[config.mk]
export PLATFORM = sky130hd
export DESIGN_NAME = fetch_pc_unit
export DESIGN_NICKNAME = d
export VERILOG_FILES = /design/src/rtl/fetch_pc_unit.sv
export SDC_FILE = /design/constraint.sdc
export NUM_CORES = 1
export LEC_CHECK = 0
export ABC_AREA = 1
export BUFFER_PORTS_ARGS = -buffer_cell sky130_fd_sc_hd__clkbuf_2
export CAP_MARGIN = 25
export CELL_PAD_IN_SITES_DETAIL_PLACEMENT = 0
export CELL_PAD_IN_SITES_GLOBAL_PLACEMENT = 1
export CORE_MARGIN = 5
export CORE_UTILIZATION = 34
export DETAILED_ROUTE_END_ITERATION = 10
export PLACE_DENSITY_LB_ADDON = 0.12
export SLEW_MARGIN = 20
export SYNTH_ARGS = -nofsm -noshare
export SYNTH_HDL_FRONTEND = slang
export SYNTH_SLANG_ARGS = --single-unit
[constraint.sdc]
create_clock -name clk -period 1.9 [get_ports clk]
set_input_delay 0 -clock clk [delete_from_list [all_inputs] [get_ports clk]]
set_output_delay 0 -clock clk [all_outputs]
set_load 0.02 [all_outputs]
[src/rtl/fetch_pc_unit.sv]
// Fetch PC unit: owns the architectural PC, issues one imem request at a time and buffers
// one instruction for decode. Define FETCH_ALIGN_CHECK_EN to halt on misaligned redirects.
module fetch_pc_unit #(
  parameter logic [63:0] RESET_PC = 64'd0,
  parameter int unsigned INST_W   = 32
) (
  input  logic              clk,
  input  logic              rst_n,
  input  logic              redirect_valid,
  input  logic [63:0]       redirect_pc,
  output logic              imem_req_valid,
  input  logic              imem_req_ready,
  output logic [63:0]       imem_req_addr,
  input  logic              imem_rsp_valid,
  input  logic [INST_W-1:0] imem_rsp_data,
  output logic              inst_valid,
  input  logic              inst_ready,
  output logic [INST_W-1:0] inst_data,
  output logic [63:0]       inst_pc,
  output logic              fetch_fault
);

  typedef enum logic [1:0] {StIdle, StReq, StWait, StHold} state_e;

  state_e            state_q, state_d;
  logic [63:0]       pc_q, pc_d;
  logic              drop_q, drop_d;
  logic [INST_W-1:0] inst_data_q, inst_data_d;
  logic [63:0]       inst_pc_q, inst_pc_d;

`ifdef FETCH_ALIGN_CHECK_EN
  logic fault_q, fault_d;

  // Sticky: once set, only reset clears it.
  always_comb begin
    fault_d = fault_q | (redirect_valid & (redirect_pc[1:0] != 2'b00));
  end

  always_ff @(posedge clk or negedge rst_n) begin
    if (!rst_n) begin
      fault_q <= 1'b0;
    end else begin
      fault_q <= fault_d;
    end
  end

  assign fetch_fault = fault_q;
`else
  assign fetch_fault = 1'b0;
`endif

  always_comb begin
    state_d     = state_q;
    pc_d        = pc_q;
    drop_d      = drop_q;
    inst_data_d = inst_data_q;
    inst_pc_d   = inst_pc_q;

    unique case (state_q)
      StIdle: state_d = StReq;
      StReq: begin
        if (imem_req_ready) begin
          state_d = StWait;
          // A redirect racing the handshake leaves a stale request in flight.
          drop_d  = redirect_valid;
        end
      end
      StWait: begin
        if (imem_rsp_valid) begin
          if (drop_q || redirect_valid) begin
            drop_d  = 1'b0;
            state_d = StReq;
          end else begin
            inst_data_d = imem_rsp_data;
            inst_pc_d   = pc_q;
            pc_d        = pc_q + 64'd4;
            state_d     = StHold;
          end
        end else if (redirect_valid) begin
          drop_d = 1'b1;
        end
      end
      StHold: begin
        if (inst_ready || redirect_valid) begin
          state_d = StReq;
        end
      end
      default: state_d = StIdle;
    endcase

    if (redirect_valid) begin
      pc_d = redirect_pc;
    end

`ifdef FETCH_ALIGN_CHECK_EN
    // Park in idle instead of issuing anything new; an in-flight drop still completes in WAIT.
    if (fault_d && (state_d == StReq)) begin
      state_d = StIdle;
    end
`endif
  end

  always_ff @(posedge clk or negedge rst_n) begin
    if (!rst_n) begin
      state_q     <= StIdle;
      pc_q        <= RESET_PC;
      drop_q      <= 1'b0;
      inst_data_q <= '0;
      inst_pc_q   <= 64'd0;
    end else begin
      state_q     <= state_d;
      pc_q        <= pc_d;
      drop_q      <= drop_d;
      inst_data_q <= inst_data_d;
      inst_pc_q   <= inst_pc_d;
    end
  end

  assign imem_req_valid = (state_q == StReq);
  assign imem_req_addr  = pc_q;
  assign inst_valid     = (state_q == StHold);
  assign inst_data      = inst_data_q;
  assign inst_pc        = inst_pc_q;

endmodule
## Word-level counts from Yosys, hierarchy flattened

Index checks and enable logic that the tools add are counted.

| storage, ports and cells | value |
|---|---|
| register bits | 163 |
| bits in latches | 0 |
| memory bits (writable) | 0 |
| bits in read-only memories | 0 |
| input port bits | 102 |
| word-level logic and storage cells | 40 |
| memories | 0 |

| cells by class | value |
|---|---|
| add/subtract/negate cells | 1 |
| multiply operators | 0 |
| divide/modulo/power cells | 0 |
| magnitude comparators | 0 |
| equality and inequality tests | 9 |
| shifts and indexed selects | 0 |
| multiplexer cells | 14 |
| bitwise gates (word level) | 1 |
| reduce and logical (&&, ||, !) cells | 10 |

Operators with widths:

| operator | number |
|---|---|
| 64-bit 2-to-1 mux | 4 |
| 64-bit by 3-bit adder with 64-bit output (second input constant) | 1 |
| 3-bit AND reduction | 3 |
| 2-bit 2-to-1 mux | 4 |
| 2-bit case mux with 4 select lines | 1 |
| 3-bit != test (second input constant) | 2 |
| 2-bit nonzero test | 3 |
| 2-bit equality test (second input constant) | 2 |
| 1-bit 2-to-1 mux | 4 |
| 2-bit by 1-bit != test with 1-bit output (second input constant) | 2 |
| 2-bit != test (second input constant) | 2 |
| 4-bit AND reduction | 1 |
| 2-bit by 1-bit equality test with 1-bit output (second input constant) | 1 |
| 2-bit logical NOT | 1 |
| 1-bit logical OR | 2 |
| 1-bit case mux with 2 select lines | 1 |
| 1-bit inverter | 1 |

## Longest topological paths before layout

| depth | value |
|---|---|
| depth after elaboration | 5 |
| depth in mapped cells | 13 |
| depth with buffers taken out | 12 |

## Worst setup path after synthesis

Ideal clock, no wire load.

| path | value |
|---|---|
| path kind | register to register |
| from | reg pc_q[2], in the netlist imem_req_addr[2] |
| to | reg pc_q[30], in the netlist imem_req_addr[30] |
| library setup time | 125 ps |
| arrival time | 1645 ps |
| required time | 1775 ps |
| setup slack | 129 ps |
| cell stages (with the launch flop) | 11 |
| period minus slack after synthesis | 1771 ps |
| path through | dfrtp_1 ha_1 inv_1 nor2_1 nand2_4 nor2_8 nand3_1 inv_2 nand3_1 nand3_1 nand3_1 |

| on the way | value |
|---|---|
| longest elaborated chain between the ends | 5 |

RTL lines:

| element | line | source |
|---|---|---|
| start: declaration | 26 | `logic [63:0] pc_q, pc_d;` |
| start signal: assignment | 112 | `pc_q <= pc_d;` |
| 64-bit by 3-bit adder with 64-bit output | 76 | `pc_d = pc_q + 64'd4;` |
| 64-bit 2-to-1 mux | 70 | `if (drop_q \|\| redirect_valid) begin` |
| 64-bit 2-to-1 mux | 69 | `if (imem_rsp_valid) begin` |
| 64-bit 2-to-1 mux | 59 | `unique case (state_q)` |
| 64-bit 2-to-1 mux | 91 | `if (redirect_valid) begin` |

No other way between the ends. The select of a mux whose other input is x is not followed.
A chain may end at the register's enable or synchronous reset.

## Worst setup path in the final report

| path | value |
|---|---|
| from | reg pc_q[11], in the netlist imem_req_addr[11] |
| to | reg pc_q[53], in the netlist imem_req_addr[53] |

Same word-level chain as after synthesis.

==> qor.yml <==
max_stage_delay_ns: 0.45
crit_family: "simple AND/OR/NAND/NOR gates"
numCtsBuffers: 17
cts_max_level: 4
cpMostUsedCell: "nand2_1"
relSlewSlack_pct: 61.2
path_cells: "nand2_1 -> nor2_2 -> nand2_1 -> nor2_8 -> nand2_2 -> nor2_2 -> nand2_1 -> nand3_1 -> o211ai_2"
clockBufferDepth: 2
areaGrowthSynthToFinish_pct: 46.9
period_needed_ns: 1.81
fp.dieArea_um2: 28100
yosys.cell_types.count: 45
grt_util_all_layers_pct: 23.2
clock-sinks: 163
worst_pin_slew_ns: 0.582
layout_commonest_cell: "nand2_1"
grt_pass1_vias: 9047
grt_start_max_net_pins: 75
finalHoldViolations: 0
yosysSeqAreaShare_pct: 48.2
post-dp-hpwl_um: 25000
io_pins: 265
yosys_register_bits: 163
antenna_found_initial: 0
utilization_pct: 51.0
final_max_slew_viol_count: 0
synth-edff-count: 0
power_density_nw_per_um2: 1150
drive_above_1_share_pct: 27.7
drtAntennaViolNets: 0
fmax_mhz: 553
drtIter0Drc: 666
die_w_um: 168
cp.required_ns: 2.21
drc: 0
synth_top_area_cell: "dfrtp_1"
hp-class: "in2reg"
cp_max_fo: 7
vias_per_cell: 4.81
ir_drop_mv: 0.699
clk_pin_slew_ns: 0.07
port_buffers: 263
worstSkewPairLatency_ns: 0.43
ys_warn_count: 0
wirelength_um: 33100
num_rows: 57
postSynthAreaPerCell_um2: 7.52
diodes: 0
leakage_nw: 6.22
fin_crit_sh_pct: 95.2
grt-ovfl-total: 0
async_flop_share_pct: 100
gp_congestion: 0.878
synthTopCellsByArea: "dfrtp_1, nand2_1, nor2_1"
num_vias: 9003
crit_buf_inv: 0
coreArea_um2: 24400
ys.flop_type: "dfrtp_1"
instances_no_fill: 1871
finalPower_mw: 14.3
arrival_ns: 2.12
drv_cap: 0
cts_tree: "done"
crit_type: "reg2reg"
synth_top_area_share_pct: 48.2
die_h_um: 168
startpoint_type: "flop"
worst_setup_path_end_kind: "flop"
nets: 1641
grt_pass1_wl_um: 51600
cp_slowest_cell: "dfrtp_1"
fill_cells: 2462
placed_cells: 1732
drt-pass1-iter-count: 5
syn_nets: 1231
initial_utilization_pct: 34.7
cts_root_buf: "clkbuf_16"
netlist_instances: 1125
fin_skew_ns: 0.00993
avgRoutedWirePerCell_um: 17.7
mostFrequentLayoutCells: "nand2_1, clkbuf_2, dfrtp_1"
setup_viol: 0
syn_area_um2: 8460
outcome: "complete, no violations"
-- stage by stage --
stage	TNS (ns)	worst slack [ns]	cell area [um^2]	hold slack (ns)
after floorplan	0	0.129	8460	-0.296
after global placement	-0.0306	-0.0254	10600	0.00485
after detailed placement	-0.0217	-0.0207	10600	0.00892
after CTS	0	0.0132	12200	0.0117
after global routing	-0.0239	-0.0132	12400	0.0926
final	0	0.0914	12400	0.0328
-- where the power goes --
group          switching, mW  total (mW)  internal [mW]
logic                   3.29        5.13           1.84
clock network           1.58        3.83           2.25
registers              0.789        5.36           4.57
total                   5.66        14.3           8.66
-- synthesized netlist by cell type, drive strengths merged (10+ instances only) --
cell / instances
nand4: 16
o211ai: 20
nor2: 143
nand3: 72
o21ai: 78
dfrtp: 163
buf: 31
inv: 95
xor2: 10
clkbuf: 12
nand2: 418
-- layout make-up --
class,count,area [um^2],share of cell area (%)
Clock buffer,17,425,3.42
Multi-Input combinational cell,824,3920,31.6
Sequential cell,163,4090,32.9
Tap cell,324,405,3.26
Clock inverter,14,213,1.71
Timing Repair Buffer,434,3010,24.2
Inverter,95,364,2.93
-- cells by family after synthesis --
| group | share of synthesized area (%) |
|---|---|
| buffers and inverters | 6.54 |
| and+or+nand+nor | 33.3 |
| AOI/OAI and AO/OA | 9.97 |
| xor gates and xnor gates | 1.35 |
| DFF | 48.2 |
| adders and majority gates | 0.592 |
| other | 0.0443 |
-- final timing paths --
| kind | startpoint | endpoint | slack, ns | depth (start not counted) |
|---|---|---|---|---|
| max | imem_req_addr[11] | imem_req_addr[53] | 0.09 | 9 |
| min | inst_ready | state_q[1] | 0.03 | 5 |
| max reg2reg | imem_req_addr[11] | imem_req_addr[53] | 0.09 | 9 |
| min reg2reg | inst_pc[49] | inst_pc[49] | 0.47 | 2 |
| max in group asynchronous | rst_n | inst_data[20] | 1.01 | 3 |
| min in group asynchronous | rst_n | inst_data[26] | 0.09 | 2 |
-- routing by layer --
metal	share of wire (%)	vias up	global-route usage, %
met5	0	-	0
met4	1.8	0	5.61
met3	5.6	33	3.89
met2	46	298	37.1
met1	47	4233	33.0
li1	-	4439	-
-- worst register-to-register path: stages (launching register included) --
cell and delay (ns):
dfrtp_1 0.45, nand2_1 0.14, nor2_2 0.15, nand2_1 0.14, nor2_8 0.18, nand2_2 0.10
nor2_2 0.17, nand2_1 0.15, nand3_1 0.12, o211ai_2 0.08
-- state kept, by name, indices dropped and copies added, names as in the netlist --
signal         flops
imem_req_addr     64
state_q            2
inst_pc           64
drop_q             1
inst_data         32
-- timing repair --
action / CTS / global route
gates resized for setup: 3 / 33
endpoints found under the setup margin: 8 / 71
cloned: 0 / 2
setup buffers: 0 / 8
pin swaps: 0 / 2
hold buffers: 98 / 0
hold endpoints to repair: 183 / 0
Note: power is estimated with default switching activity, not from simulation.
